===== src/rtl/gf180mcu_fd_sc_mcu9t5v0__bist_defs.sv =====
// Shared definitions for the gf180mcu 9t cell-family BIST drivers/checkers.
// State encodings, widths and settle limits common to the and/or BIST variants.
package gf180mcu_fd_sc_mcu9t5v0__bist_defs;

    localparam int unsigned PAT_W      = 4;
    localparam int unsigned ERR_W      = 5;
    localparam int unsigned CNT_W      = 4;
    localparam int unsigned SETTLE_MAX = 15;

    localparam logic [PAT_W-1:0] PAT_LAST = '1;

    typedef enum logic [1:0] {
        S_IDLE  = 2'd0,
        S_DRIVE = 2'd1,
        S_DONE  = 2'd2
    } state_t;

    // Golden response of a 4-input AND cell for a given stimulus pattern.
    function automatic logic and4_expect(input logic [PAT_W-1:0] pat);
        return &pat;
    endfunction

endpackage


===== src/rtl/gf180mcu_fd_sc_mcu9t5v0__bist_settle_ctr.sv =====
// Loadable 4-bit down counter used to hold each BIST pattern for SETTLE cycles.
// Counts down while enabled and parks at zero; load takes priority over enable.
module gf180mcu_fd_sc_mcu9t5v0__bist_settle_ctr
    import gf180mcu_fd_sc_mcu9t5v0__bist_defs::*;
(
    input  logic             clk,
    input  logic             rst_n,
    input  logic             load,
    input  logic [CNT_W-1:0] load_val,
    input  logic             en,
    output logic [CNT_W-1:0] count,
    output logic             zero
);

    always_ff @(posedge clk or negedge rst_n) begin
        if (!rst_n) begin
            count <= '0;
        end else if (load) begin
            count <= load_val;
        end else if (en && (count != '0)) begin
            count <= count - 1'b1;
        end
    end

    assign zero = (count == '0);

endmodule


===== src/rtl/gf180mcu_fd_sc_mcu9t5v0__and4_bist.sv =====
// BIST driver/checker for the and4 cell: sweeps all 16 input patterns on A1..A4,
// compares Z against the AND of the pattern and reports pass, error count and first failure.
module gf180mcu_fd_sc_mcu9t5v0__and4_bist
    import gf180mcu_fd_sc_mcu9t5v0__bist_defs::*;
#(
    parameter int unsigned SETTLE = 2
)(
`ifdef USE_POWER_PINS
    inout  wire              VDD,
    inout  wire              VSS,
`endif
    input  logic             CLK,
    input  logic             RN,
    input  logic             START,
    output logic             A1,
    output logic             A2,
    output logic             A3,
    output logic             A4,
    input  logic             Z,
    output logic             BUSY,
    output logic             DONE,
    output logic             PASS,
    output logic [ERR_W-1:0] ERRCNT,
    output logic [PAT_W-1:0] FIRST_FAIL
);

    if (SETTLE < 1 || SETTLE > SETTLE_MAX) begin : g_settle_range
        $error("SETTLE must be in 1..15");
    end

    localparam logic [CNT_W-1:0] LOAD_VAL = CNT_W'(SETTLE - 1);

    state_t           state;
    logic [PAT_W-1:0] pat;
    logic             seen;

    logic             start_go;
    logic             check;
    logic             mismatch;
    logic             last;
    logic             ctr_load;
    logic             ctr_en;
    logic             ctr_zero;
    logic [CNT_W-1:0] ctr_count;
    logic [ERR_W-1:0] err_next;

    gf180mcu_fd_sc_mcu9t5v0__bist_settle_ctr u_settle (
        .clk      (CLK),
        .rst_n    (RN),
        .load     (ctr_load),
        .load_val (LOAD_VAL),
        .en       (ctr_en),
        .count    (ctr_count),
        .zero     (ctr_zero)
    );

    // Case inequality so an X/Z on Z is scored as a mismatch in simulation.
    always_comb begin
        start_go = START && ((state == S_IDLE) || (state == S_DONE));
        check    = (state == S_DRIVE) && ctr_zero;
        mismatch = (Z !== and4_expect(pat));
        last     = (pat == PAT_LAST);
        ctr_load = start_go || (check && !last);
        ctr_en   = (state == S_DRIVE);
        err_next = ERRCNT + ERR_W'(mismatch);
    end

    always_ff @(posedge CLK or negedge RN) begin
        if (!RN) begin
            state      <= S_IDLE;
            pat        <= '0;
            seen       <= 1'b0;
            BUSY       <= 1'b0;
            DONE       <= 1'b0;
            PASS       <= 1'b0;
            ERRCNT     <= '0;
            FIRST_FAIL <= '0;
        end else begin
            case (state)
                S_IDLE, S_DONE: begin
                    if (start_go) begin
                        state      <= S_DRIVE;
                        pat        <= '0;
                        seen       <= 1'b0;
                        BUSY       <= 1'b1;
                        DONE       <= 1'b0;
                        PASS       <= 1'b0;
                        ERRCNT     <= '0;
                        FIRST_FAIL <= '0;
                    end
                end
                S_DRIVE: begin
                    if (check) begin
                        if (mismatch) begin
                            ERRCNT <= err_next;
                            if (!seen) begin
                                FIRST_FAIL <= pat;
                                seen       <= 1'b1;
                            end
                        end
                        if (last) begin
                            state <= S_DONE;
                            BUSY  <= 1'b0;
                            DONE  <= 1'b1;
                            PASS  <= (err_next == '0);
                        end else begin
                            pat <= pat + 1'b1;
                        end
                    end
                end
                default: begin
                    state <= S_IDLE;
                end
            endcase
        end
    end

    // pat is only ever 0 in IDLE and parks at 4'hF in DONE, so it doubles as the stimulus register.
    assign {A4, A3, A2, A1} = pat;

    logic unused_ok;
    assign unused_ok = ^ctr_count;

endmodule


===== config.mk =====
export PLATFORM = sky130hd
export DESIGN_NAME = gf180mcu_fd_sc_mcu9t5v0__and4_bist
export DESIGN_NICKNAME = d
export VERILOG_FILES = /design/src/rtl/gf180mcu_fd_sc_mcu9t5v0__bist_defs.sv /design/src/rtl/gf180mcu_fd_sc_mcu9t5v0__bist_settle_ctr.sv /design/src/rtl/gf180mcu_fd_sc_mcu9t5v0__and4_bist.sv
export SDC_FILE = /design/constraint.sdc
export NUM_CORES = 1
export LEC_CHECK = 0
export ABC_CLOCK_PERIOD_IN_PS = 6400
export CAP_MARGIN = 10
export CELL_PAD_IN_SITES_DETAIL_PLACEMENT = 2
export CELL_PAD_IN_SITES_GLOBAL_PLACEMENT = 2
export CORE_MARGIN = 4
export CORE_UTILIZATION = 35
export CTS_BUF_LIST = sky130_fd_sc_hd__clkbuf_16
export CTS_CLUSTER_SIZE = 16
export DETAILED_ROUTE_END_ITERATION = 6
export MAX_ROUTING_LAYER = met4
export PLACE_DENSITY = 0.82
export SYNTH_ARGS = -nofsm -noshare
export SYNTH_HDL_FRONTEND = slang
export SYNTH_SLANG_ARGS = --single-unit
export TNS_END_PERCENT = 5

===== constraint.sdc =====
create_clock -name CLK -period 6.4 [get_ports CLK]
set_input_delay 1.92 -clock CLK [delete_from_list [all_inputs] [get_ports CLK]]
set_output_delay 1.92 -clock CLK [all_outputs]
set_load 0.01 [all_outputs]

== After elaboration in Yosys (flattened, before gate mapping) ==
Index checks and enable logic that the tools add are counted.

* $add $sub $neg: 3
* $mul: 0
* Divide/modulo/power cells: 0
* $lt $le $gt $ge: 0
* Equal/unequal tests: 10
* Shift-type cells: 0
* Muxes and demuxes: 32
* Bitwise operators: 0
* Reduce and logical (&&, ||, !) cells: 20

{| class="wikitable"
|+ Operators by type and width
! operator !! number
|-
| two-way mux 4 bit || 8
|-
| case mux 4 bit (2 select lines) || 2
|-
| AND reduction 4 bit || 4
|-
| two-way mux 5 bit || 3
|-
| != test 2 bit, second input constant || 6
|-
| two-way mux 1 bit || 10
|-
| case mux 5 bit (2 select lines) || 1
|-
| case mux 1 bit (2 select lines) || 4
|-
| two-way mux 2 bit || 3
|-
| adder 5 x 1 -> 5 bit || 1
|-
| logical NOT 5 bit || 1
|-
| AND reduction 5 bit || 1
|-
| adder 4 x 1 -> 4 bit, second input constant || 1
|-
| == test 4 bit, second input constant || 1
|-
| logical AND 1 bit || 4
|-
| logical NOT 4 bit || 1
|-
| case mux 2 bit (2 select lines) || 1
|-
| nonzero test 2 bit || 2
|-
| nonzero test 4 bit || 1
|-
| subtractor 4 x 1 -> 4 bit, second input constant || 1
|-
| AND reduction 3 bit || 1
|-
| == test 2 x 1 -> 1 bit, second input constant || 1
|-
| == test 2 bit, second input constant || 1
|-
| logical NOT 2 bit || 1
|-
| other kinds (4) || 5
|}

* Flip-flop bits (word level): 23
* Bits in latches: 0
* Bits in writable memories: 0
* Memory bits (read-only): 0
* Input bits: 4
* Output and inout port bits: 16
* Word-level logic and storage cells: 74
* Memories: 0

== Longest topological paths before layout ==
Gate-level depths: netlist of the first run.

* Depth in word-level cells: 7
* Mapped depth: 10

== By module ==
Synthesis of the first run repeated with hierarchy kept, for this count alone.

* Cell total of the unflattened synthesis: 121
* Area total of the unflattened synthesis: 1243.7 sq um

{| class="wikitable"
|+ Modules (own cells, without submodules)
! module !! times used !! cells an instance !! area an instance (sq um) !! seq. area each (sq um)
|-
| gf180mcu_fd_sc_mcu9t5v0__and4_bist || 1 || 94 || 991.0 || 475.5
|-
| gf180mcu_fd_sc_mcu9t5v0__bist_settle_ctr || 1 || 27 || 252.7 || 100.1
|}

== Worst setup path before layout of the first run ==
No wires, ideal clock.

* Path type: input to register
* From: in Z
* To: reg PASS
* Library setup time: 67 ps
* Arrival: 3132 ps
* Data required time: 6333 ps
* Path slack: 3201 ps
* Stages on the path: 8
* Buffers on the path: 0
* Cell sequence: xor2_2 inv_1 ha_1 ha_1 nor2_1 a21oi_1 o32ai_1 a32o_1

* Longest elaborated chain between the ends: 6

{| class="wikitable"
|+ Ends and longest elaborated chain
! element !! line !! source
|-
| start, declared || gf180mcu_fd_sc_mcu9t5v0__and4_bist.sv:19 || <nowiki>input logic Z,</nowiki>
|-
| case inequality test 1 bit || gf180mcu_fd_sc_mcu9t5v0__and4_bist.sv:61 || <nowiki>mismatch = (Z !== and4_expect(pat));</nowiki>
|-
| adder 5 x 1 -> 5 bit || gf180mcu_fd_sc_mcu9t5v0__and4_bist.sv:65 || <nowiki>err_next = ERRCNT + ERR_W'(mismatch);</nowiki>
|-
| logical NOT 5 bit || gf180mcu_fd_sc_mcu9t5v0__and4_bist.sv:105 || <nowiki>PASS <= (err_next == '0);</nowiki>
|-
| two-way mux 1 bit || gf180mcu_fd_sc_mcu9t5v0__and4_bist.sv:101 || <nowiki>if (last) begin</nowiki>
|-
| two-way mux 1 bit || gf180mcu_fd_sc_mcu9t5v0__and4_bist.sv:93 || <nowiki>if (check) begin</nowiki>
|-
| case mux 1 bit (2 select lines) || gf180mcu_fd_sc_mcu9t5v0__and4_bist.sv:79 || <nowiki>case (state)</nowiki>
|-
| end signal, assigned || gf180mcu_fd_sc_mcu9t5v0__and4_bist.sv:105 ||
|-
| end, declared || gf180mcu_fd_sc_mcu9t5v0__and4_bist.sv:22 || <nowiki>output logic PASS,</nowiki>
|}

No other way between the ends. The select of a mux whose other input is x is not followed.
A chain may end at the register's enable or synchronous reset.

== Worst setup path after layout of the first run ==
Same ends and word-level chain as after synthesis.

==> results.sh, run 1 <==
export IMPL_mostFrequentLayoutCell="dfrtp_1"
export IMPL_dieArea_um2=4433
export IMPL_leakagePower_nw=0.6899
export IMPL_cts_max_level=1
export IMPL_fin_crit_ns=3.643
export IMPL_critPathMaxFanout=4
export IMPL_worst_ep_required_time_ns=6.60
export IMPL_ys_async_sr_fraction_pct=100.0
export IMPL_die_w_um=66.58
export IMPL_grt_overflow=0
export IMPL_synth_seq_cells=23
export IMPL_mostFrequentLayoutCells="23 x dfrtp_1, 19 x clkdlybuf4s50_1, 16 x nand2_1"
export IMPL_netlist_area_um2=1201
export IMPL_core_um2=3337
export IMPL_cts_buffers=3
export IMPL_place_inst=182
export IMPL_drive_above_1_share_pct=5.714
export IMPL_grt_pass1_vias=1080
export IMPL_cp_common_cell="ha_1"
export IMPL_timing_fmax_mhz=274.5
export IMPL_via_per_inst=5.161
export IMPL_final_nets=150
export IMPL_pin_count=20
export IMPL_ant_nets=0
export IMPL_hold_viol_final=0
export IMPL_synth_cell_types=34
export IMPL_postCtsHoldBufs=0
export IMPL_powerDensity_nw_per_um2=394.5
export IMPL_cts_sink_count=23
export IMPL_synth_edf_count=0
export IMPL_cts_repair_resized=0
export IMPL_first_pass_iters=4
export IMPL_syn_num_nets=131
export IMPL_clockBufferDepth=2
export IMPL_cp_start_kind="input pin"
export IMPL_critPathArrivalTime_ns=3.84
export IMPL_tritoncts="yes"
export IMPL_final_period_utilization_pct=56.92
export IMPL_max_slew_margin_rel_pct=29.52
export IMPL_tns_ns=0
export IMPL_setup_viol=0
export IMPL_holdPathStages=1
export IMPL_r2r_end="PASS"
export IMPL_worstSkewPairLatency_ns=0.26
export IMPL_antenna_found_initial=0
export IMPL_cpMaxStageDelayCell="clkdlybuf4s50_1"
export IMPL_hold_start="PASS"
export IMPL_whs_endpoint="PASS"
export IMPL_setup_slack_ns=2.757
export IMPL_clk_pin_slew_worst_paths_ns=0.06
export IMPL_avgSynthCellArea_um2=9.846
export IMPL_placementRows=21
export IMPL_globalRouteTotalUtil_pct=16.92
export IMPL_route_final_wire_length_mm=3.187
export IMPL_wl_per_cell_um=17.13
export IMPL_hold_path_class="flop to flop"
export IMPL_num_vias=960
export IMPL_slew_violations=0
export IMPL_yosys_warnings=0
export IMPL_worst_clock_skew_ns=0.007133
export IMPL_status="finished clean"
export IMPL_dp_slack_ns=2.522
export IMPL_r2r_cells=10
export IMPL_critPathKind="input pin to flop"
export IMPL_worstPathCellList="clkdlybuf4s50_1 > xor2_2 > inv_1 > ha_1 > ha_1 > nor2_1 > a21oi_1 > o32ai_1 > a32o_1"
export IMPL_synthCells=122
export IMPL_reg2reg_slack_ns=4.03
export IMPL_place_gp_congestion=0.7921
export IMPL_antennaDiodeCount=0
export IMPL_drt_iter0_markers=32
export IMPL_fin_cells=186
export IMPL_ir_drop_mv=0.1802
export IMPL_root_buffer="clkbuf_16"
export IMPL_area_growth_pct=25.00
export IMPL_maxCapViolCount=0
export IMPL_drc=0
export IMPL_dp_hpwl_mm=2.355
export IMPL_rr_startpoint="pat[1]"
export IMPL_cp_top_family="buffers and inverters"
export IMPL_grt_pass1_wl_mm=5.478
export IMPL_rsz0062_at_grt="no"
export IMPL_seq_area_frac_synth_pct=47.92
export IMPL_critical_path_buf_inv_count=2
export IMPL_postCtsSetupBuffers=0
export IMPL_chipHeight_um=66.58
export IMPL_grt_max_degree=24
export IMPL_worstMarginPinSlew_ns=1.054
export IMPL_initial_core_util_pct=36.00
export IMPL_io_buffer_count=19
export IMPL_end_kind="flop"
export IMPL_crit_path_max_incr_delay_ns=0.51
export IMPL_synthFlopType="dfrtp_1"
==> layout make-up <==
cell class / count / area (um^2)
Fill cell: 376 / 1836
Sequential cell: 23 / 575.6
Multi-Input combinational cell: 85 / 564.3
Timing Repair Buffer: 19 / 190.2
Clock buffer: 3 / 75.07
Tap cell: 46 / 57.56
Inverter: 9 / 33.78
Clock inverter: 1 / 5.005
==> Yosys cell counts (2+ instances only) <==
cell	number	area [um^2]
dfrtp_1	23	575.6
nand2_1	16	60.06
inv_1	9	33.78
nor2_1	9	33.78
mux2i_1	8	80.08
nand3_1	8	40.04
a21oi_1	6	30.03
ha_1	5	62.56
o21ai_0	5	25.02
clkbuf_1	3	11.26
a21o_1	2	15.01
nand2b_1	2	12.51
nor3_1	2	10.01
o31ai_1	2	15.01
xnor2_1	2	17.52
xor2_1	2	17.52
==> registers in the layout (all words and copies together), names as in the netlist <==
| name | cells |
|---|---|
| u_settle.count | 4 |
| DONE | 1 |
| pat | 4 |
| seen | 1 |
| state | 2 |
| FIRST_FAIL | 4 |
| PASS | 1 |
| ERRCNT | 5 |
| BUSY | 1 |
==> cells by family (layout without fill, tap and decap cells) <==
logic type               count (synthesis)  in the layout  synth area share (%)
AO/OA/AOI/OAI                           24             24                 13.23
XOR/XNOR                                 5              5                 4.272
adder cells (fa/ha/maj)                  5              5                 5.208
buffers and inverters                   14             32                 5.103
flip-flops                              23             23                 47.92
multiplexers                             8              8                 6.667
AND/OR/NAND/NOR                         43             43                 17.61
==> routing by layer <==
layer,up-vias,GRT usage [%],part of all wire (%),routed length [um]
met3,2,2.698,2.4,78
met5,-,-,0,0
met4,0,4.569,0.69,22
li1,451,-,-,-
met1,496,20.86,45,1426
met2,11,28.71,52,1659
==> per-stage QoR <==
stage	util [%]	hold slack, ns	total power, mW	instance area [um^2]
after global placement	42.59	0.4576	0.4444	1421
after global routing	44.99	0.5260	0.6393	1501
after floorplan	-	0.4431	0.3692	1201
final	44.99	0.4924	0.5923	1501
after detailed placement	42.59	0.4696	0.4591	1421
after CTS	44.99	0.4995	0.6042	1501
==> worst max-delay path by stage <==
stage	slack (ns)	start	endpoint	depth (start not counted)
after CTS	2.77	Z	PASS	9
after global placement	2.60	Z	PASS	9
after floorplan	3.20	Z	PASS	8
final	2.76	Z	PASS	9
after global routing	2.56	Z	PASS	9
after detailed placement	2.52	Z	PASS	9
==> where the power goes <==
group	leakage, nW	internal, mW	total, mW	switching [mW]
logic	0.347	0.0996	0.234	0.134
clock network	0.0409	0.0840	0.136	0.0518
registers	0.302	0.183	0.223	0.0397
total	0.690	0.367	0.592	0.226
Note: power is estimated with default switching activity, not from simulation.
==> run 2: changes to the inputs <==
--- a/config.mk
+++ b/config.mk
@@ -5,17 +5,17 @@
 export SDC_FILE = /design/constraint.sdc
 export NUM_CORES = 1
 export LEC_CHECK = 0
-export ABC_CLOCK_PERIOD_IN_PS = 6400
+export ABC_CLOCK_PERIOD_IN_PS = 3500
 export CAP_MARGIN = 10
 export CELL_PAD_IN_SITES_DETAIL_PLACEMENT = 2
 export CELL_PAD_IN_SITES_GLOBAL_PLACEMENT = 2
 export CORE_MARGIN = 4
-export CORE_UTILIZATION = 35
+export CORE_UTILIZATION = 32
 export CTS_BUF_LIST = sky130_fd_sc_hd__clkbuf_16
 export CTS_CLUSTER_SIZE = 16
 export DETAILED_ROUTE_END_ITERATION = 6
 export MAX_ROUTING_LAYER = met4
-export PLACE_DENSITY = 0.82
+export PLACE_DENSITY = 0.76
 export SYNTH_ARGS = -nofsm -noshare
 export SYNTH_HDL_FRONTEND = slang
 export SYNTH_SLANG_ARGS = --single-unit
==> constraint.sdc (replaced) <==
create_clock -name CLK -period 3.5 [get_ports CLK]
set_input_delay 1.05 -clock CLK [delete_from_list [all_inputs] [get_ports CLK]]
set_output_delay 1.05 -clock CLK [all_outputs]
set_load 0.01 [all_outputs]
==> results.sh, run 2 (synthesized netlist as in run 1, its figures left out) <==
export IMPL_status="finished clean"
export IMPL_grt_max_degree=24
export IMPL_antenna_found_initial=0
export IMPL_maxCapViolCount=0
export IMPL_largest_reg_flops=5
export IMPL_antennaDiodeCount=0
export IMPL_io_buffer_count=19
export IMPL_critPathKind="input pin to flop"
export IMPL_ant_nets=0
export IMPL_clockBufferDepth=2
export IMPL_critPathMaxFanout=4
export IMPL_leakagePower_nw=0.6947
export IMPL_r2r_cells=10
export IMPL_timing_fmax_mhz=366.4
export IMPL_cts_repair_resized=0
export IMPL_fin_crit_ns=2.729
export IMPL_grt_pass1_wl_mm=5.319
export IMPL_die_w_um=69.27
export IMPL_slew_violations=0
export IMPL_core_um2=3468
export IMPL_dieArea_um2=4798
export IMPL_via_per_inst=5.107
export IMPL_placementRows=21
export IMPL_utilization_pct=43.51
export IMPL_cts_buffers=3
export IMPL_ir_drop_mv=0.2797
export IMPL_mostFrequentLayoutCell="dfrtp_1"
export IMPL_placed_area_um2=1429
export IMPL_globalRouteTotalUtil_pct=13.94
export IMPL_final_area_um2=1509
export IMPL_route_final_wire_length_mm=3.063
export IMPL_top_register="ERRCNT"
export IMPL_root_buffer="clkbuf_16"
export IMPL_mostFrequentLayoutCells="23 x dfrtp_1, 19 x clkdlybuf4s50_1, 16 x nand2_1"
export IMPL_postCtsSetupBuffers=0
export IMPL_clk_pin_slew_worst_paths_ns=0.06
export IMPL_hold_path_class="flop to flop"
export IMPL_fin_hold_ws_ns=0.4820
export IMPL_chipHeight_um=69.27
export IMPL_area_growth_pct=25.63
export IMPL_end_kind="flop"
export IMPL_max_slew_margin_rel_pct=53.32
export IMPL_nFillCells=391
export IMPL_rsz0062_at_grt="no"
export IMPL_worstMarginPinSlew_ns=0.6987
export IMPL_cts_max_level=1
export IMPL_register_area_um2=575.6
export IMPL_postCtsHoldBufs=0
export IMPL_wl_per_cell_um=16.38
export IMPL_tritoncts="yes"
export IMPL_powerDensity_nw_per_um2=715.2
export IMPL_setup_viol=0
export IMPL_cp_start_kind="input pin"
export IMPL_pin_count=20
export IMPL_dp_hpwl_mm=2.280
export IMPL_final_period_utilization_pct=77.97
export IMPL_hold_viol_final=0
export IMPL_drc=0
export IMPL_final_nets=151
export IMPL_worst_ep_required_time_ns=3.70
export IMPL_worst_clock_skew_ns=0.005092
export IMPL_place_gp_congestion=0.7740
export IMPL_num_vias=955
export IMPL_critPathArrivalTime_ns=2.93
export IMPL_grt_overflow=0
export IMPL_first_pass_iters=2
export IMPL_drt_iter0_markers=21
export IMPL_holdPathStages=1
export IMPL_tns_ns=0
export IMPL_worstSkewPairLatency_ns=0.26
export IMPL_power_total_mw=1.079
export IMPL_multi_input_area_um2=564.3
export IMPL_drive_above_1_share_pct=6.383
export IMPL_grt_pass1_vias=1030
export IMPL_initial_core_util_pct=34.63
export IMPL_cts_sink_count=23
-- run 2: path summary, 6_finish.rpt --
| kind | from | end | slack [ns] |
|---|---|---|---|
| max | Z | PASS | 0.77 |
| min | DONE | DONE | 0.48 |
| max reg2reg | pat[1] | PASS | 1.16 |
| min reg2reg | DONE | DONE | 0.48 |
| max in group asynchronous | RN | FIRST_FAIL[0] | 2.10 |
| min in group asynchronous | RN | FIRST_FAIL[1] | 1.16 |
-- run 2: where the power goes --
group / leakage (nW) / switching (mW) / total, mW / internal (mW)
clock network: 0.0409 / 0.0999 / 0.254 / 0.154
logic: 0.352 / 0.237 / 0.418 / 0.181
registers: 0.302 / 0.0722 / 0.407 / 0.335
-- run 2: area by class of cell --
type	instances	share of cell area, %
flip-flops and latches	23	38.14
clock inverters	1	0.3317
inverters	9	2.239
multi-input cells	85	37.40
clock buffers	3	4.975
repair buffers	20	13.10
well taps	46	3.814
-- run 2: critical path: stages --
cell and delay, ns:
clkdlybuf4s50_1 0.50, xor2_2 0.19, inv_1 0.10, ha_1 0.24, ha_1 0.25, nor2_1 0.12, a21oi_1 0.05, o32ai_1 0.23
a32o_1 0.20
-- run 2: metal layers --
metal  up-vias  global-route usage (%)  routed length (um)
met2        13                   21.40                1467
li1        455                       -                   -
met3         4                   1.739                  72
met5         -                       -                   0
met4         0                   5.206                  43
met1       483                   18.78                1479
-- run 2: through the flow --
step | instances | setup slack, ns
2_1_floorplan | 122 | 1.171
3_3_place_gp | 183 | 0.5675
3_5_place_dp | 183 | 0.5093
4_1_cts | 187 | 0.7598
5_1_grt | 187 | 0.6123
6_report | 187 | 0.7709
==> run 3: changes to the inputs <==
--- a/config.mk
+++ b/config.mk
@@ -5,17 +5,17 @@
 export SDC_FILE = /design/constraint.sdc
 export NUM_CORES = 1
 export LEC_CHECK = 0
-export ABC_CLOCK_PERIOD_IN_PS = 3500
+export ABC_CLOCK_PERIOD_IN_PS = 2500
 export CAP_MARGIN = 10
 export CELL_PAD_IN_SITES_DETAIL_PLACEMENT = 2
 export CELL_PAD_IN_SITES_GLOBAL_PLACEMENT = 2
 export CORE_MARGIN = 4
-export CORE_UTILIZATION = 32
+export CORE_UTILIZATION = 29
 export CTS_BUF_LIST = sky130_fd_sc_hd__clkbuf_16
 export CTS_CLUSTER_SIZE = 16
 export DETAILED_ROUTE_END_ITERATION = 6
 export MAX_ROUTING_LAYER = met4
-export PLACE_DENSITY = 0.76
+export PLACE_DENSITY = 0.73
 export SYNTH_ARGS = -nofsm -noshare
 export SYNTH_HDL_FRONTEND = slang
 export SYNTH_SLANG_ARGS = --single-unit
==> constraint.sdc (replaced) <==
create_clock -name CLK -period 2.5 [get_ports CLK]
set_input_delay 0.75 -clock CLK [delete_from_list [all_inputs] [get_ports CLK]]
set_output_delay 0.75 -clock CLK [all_outputs]
set_load 0.01 [all_outputs]
==> results.sh, run 3 (synthesized netlist as in run 1, its figures left out) <==
export IMPL_status="finished clean"
export IMPL_final_period_utilization_pct=98.30
export IMPL_place_gp_congestion=0.8112
export IMPL_grt_pass1_wl_mm=5.485
export IMPL_hold_path_class="flop to flop"
export IMPL_drt_iter0_markers=40
export IMPL_cts_max_level=1
export IMPL_end_kind="flop"
export IMPL_maxCapViolCount=0
export IMPL_leakagePower_nw=0.7054
export IMPL_antenna_found_initial=0
export IMPL_fin_crit_ns=2.457
export IMPL_worstPathCellList="clkdlybuf4s50_1 > xor2_2 > inv_1 > ha_1 > ha_2 > nor2_1 > a21oi_1 > o32ai_2 > a32o_1"
export IMPL_grt_max_degree=24
export IMPL_largest_reg_flops=5
export IMPL_grt_overflow=0
export IMPL_final_nets=155
export IMPL_nFillCells=421
export IMPL_root_buffer="clkbuf_16"
export IMPL_dieArea_um2=5235
export IMPL_power_total_mw=1.546
export IMPL_critPathMaxFanout=4
export IMPL_antennaDiodeCount=0
export IMPL_dr_wl_met3_um=109
export IMPL_wl_per_cell_um=16.56
export IMPL_place_inst=191
export IMPL_postCtsHoldBufs=0
export IMPL_num_vias=985
export IMPL_utilization_pct=38.97
export IMPL_timing_fmax_mhz=406.9
export IMPL_fin_cells=195
export IMPL_route_final_wire_length_mm=3.230
export IMPL_multi_input_area_um2=576.8
export IMPL_via_per_inst=5.051
export IMPL_critPathArrivalTime_ns=2.60
export IMPL_worst_clock_skew_ns=0.003904
export IMPL_ant_nets=0
export IMPL_slew_violations=0
export IMPL_mostFrequentLayoutCell="dfrtp_1"
export IMPL_register_area_um2=575.6
export IMPL_ir_drop_mv=0.6559
export IMPL_drc=0
export IMPL_clk_pin_slew_worst_paths_ns=0.06
export IMPL_top_register="ERRCNT"
export IMPL_tns_ns=0
export IMPL_grt_pass1_vias=1075
export IMPL_worst_ep_required_time_ns=2.65
export IMPL_powerDensity_nw_per_um2=991.4
export IMPL_fin_hold_ws_ns=0.4833
export IMPL_cp_start_kind="input pin"
export IMPL_dp_hpwl_mm=2.362
export IMPL_worstMarginPinSlew_ns=0.4241
export IMPL_worstSkewPairLatency_ns=0.26
export IMPL_postCtsSetupBuffers=0
export IMPL_tritoncts="yes"
export IMPL_dr_wl_met2_mm=1.701
export IMPL_wl_met1_mm=1.373
export IMPL_max_slew_margin_rel_pct=71.62
export IMPL_die_w_um=72.36
export IMPL_crit_path_max_incr_delay_ns=0.46
export IMPL_setup_viol=0
export IMPL_drive_above_1_share_pct=11.03
export IMPL_initial_core_util_pct=30.03
export IMPL_hold_viol_final=0
export IMPL_globalRouteTotalUtil_pct=13.80
export IMPL_top_layer="met4"
export IMPL_clockBufferDepth=2
export IMPL_cts_sink_count=23
export IMPL_core_um2=4000
export IMPL_chipHeight_um=72.36
export IMPL_io_buffer_count=19
export IMPL_mostFrequentLayoutCells="23 x dfrtp_1, 19 x clkdlybuf4s50_1, 16 x nand2_1"
export IMPL_cpMaxStageDelayCell="clkdlybuf4s50_1"
export IMPL_pin_count=20
export IMPL_first_pass_iters=3
export IMPL_critPathKind="input pin to flop"
export IMPL_placementRows=23
export IMPL_cts_buffers=3
export IMPL_area_growth_pct=29.79
run 3: cell types whose count changed in the layout (fill, tap and decap cells not counted), sizes merged:
cell,previous run,this run
buf,1,5
clkinv,1,0
clkinvlp,0,1
run 3: through the flow:
stage	instance area (um^2)	setup WS, ns
after detailed placement	1464	-0.1484
after global placement	1464	-0.05148
after global routing	1559	-0.06344
final	1559	0.04259
after CTS	1546	0.005768
after floorplan	1201	0.3740
run 3: cell type report:
| class | count | area share [%] |
|---|---|---|
| multi-input cells | 85 | 37.00 |
| clock inverters | 1 | 0.4815 |
| inverters | 9 | 2.167 |
| flip-flops and latches | 23 | 36.92 |
| clock buffers | 3 | 4.815 |
| well taps | 50 | 4.013 |
| repair buffers | 24 | 14.61 |
run 3: routing by layer:
metal,up-vias,GRT usage (%)
met3,7,3.601
met2,16,22.95
li1,463,-
met1,499,16.94
met4,0,2.714
met5,-,-
run 3: report_power, final:
group | internal (mW) | switching [mW] | leakage (nW)
Clock | 0.217 | 0.140 | 0.0371
Combinational | 0.274 | 0.346 | 0.367
Sequential | 0.469 | 0.0998 | 0.302
run 3: final timing paths:
path                       startpoint         to  slack [ns]  depth (start not counted)
setup / recovery                    Z       PASS        0.04                          9
hold / removal                   DONE       DONE        0.48                          1
setup reg to reg               pat[0]       PASS        0.15                         10
hold reg to reg                  DONE       DONE        0.48                          1
max in group asynchronous          RN  ERRCNT[4]        1.41                          2
min in group asynchronous          RN  ERRCNT[0]        0.85                          2
run 3: critical path: cells and delay by family:
family / cells / cell delay, ns
compound gates: 3 / 0.53
xor+xnor: 1 / 0.20
fa+ha+maj: 2 / 0.50
buf+inv: 2 / 0.54
simple gates: 1 / 0.07
run 3: repair_timing:
action                                  4_1_cts  5_1_grt
resized for setup                             0        3
endpoints found under the setup margin        0        2
hold endpoints to repair                      0        0
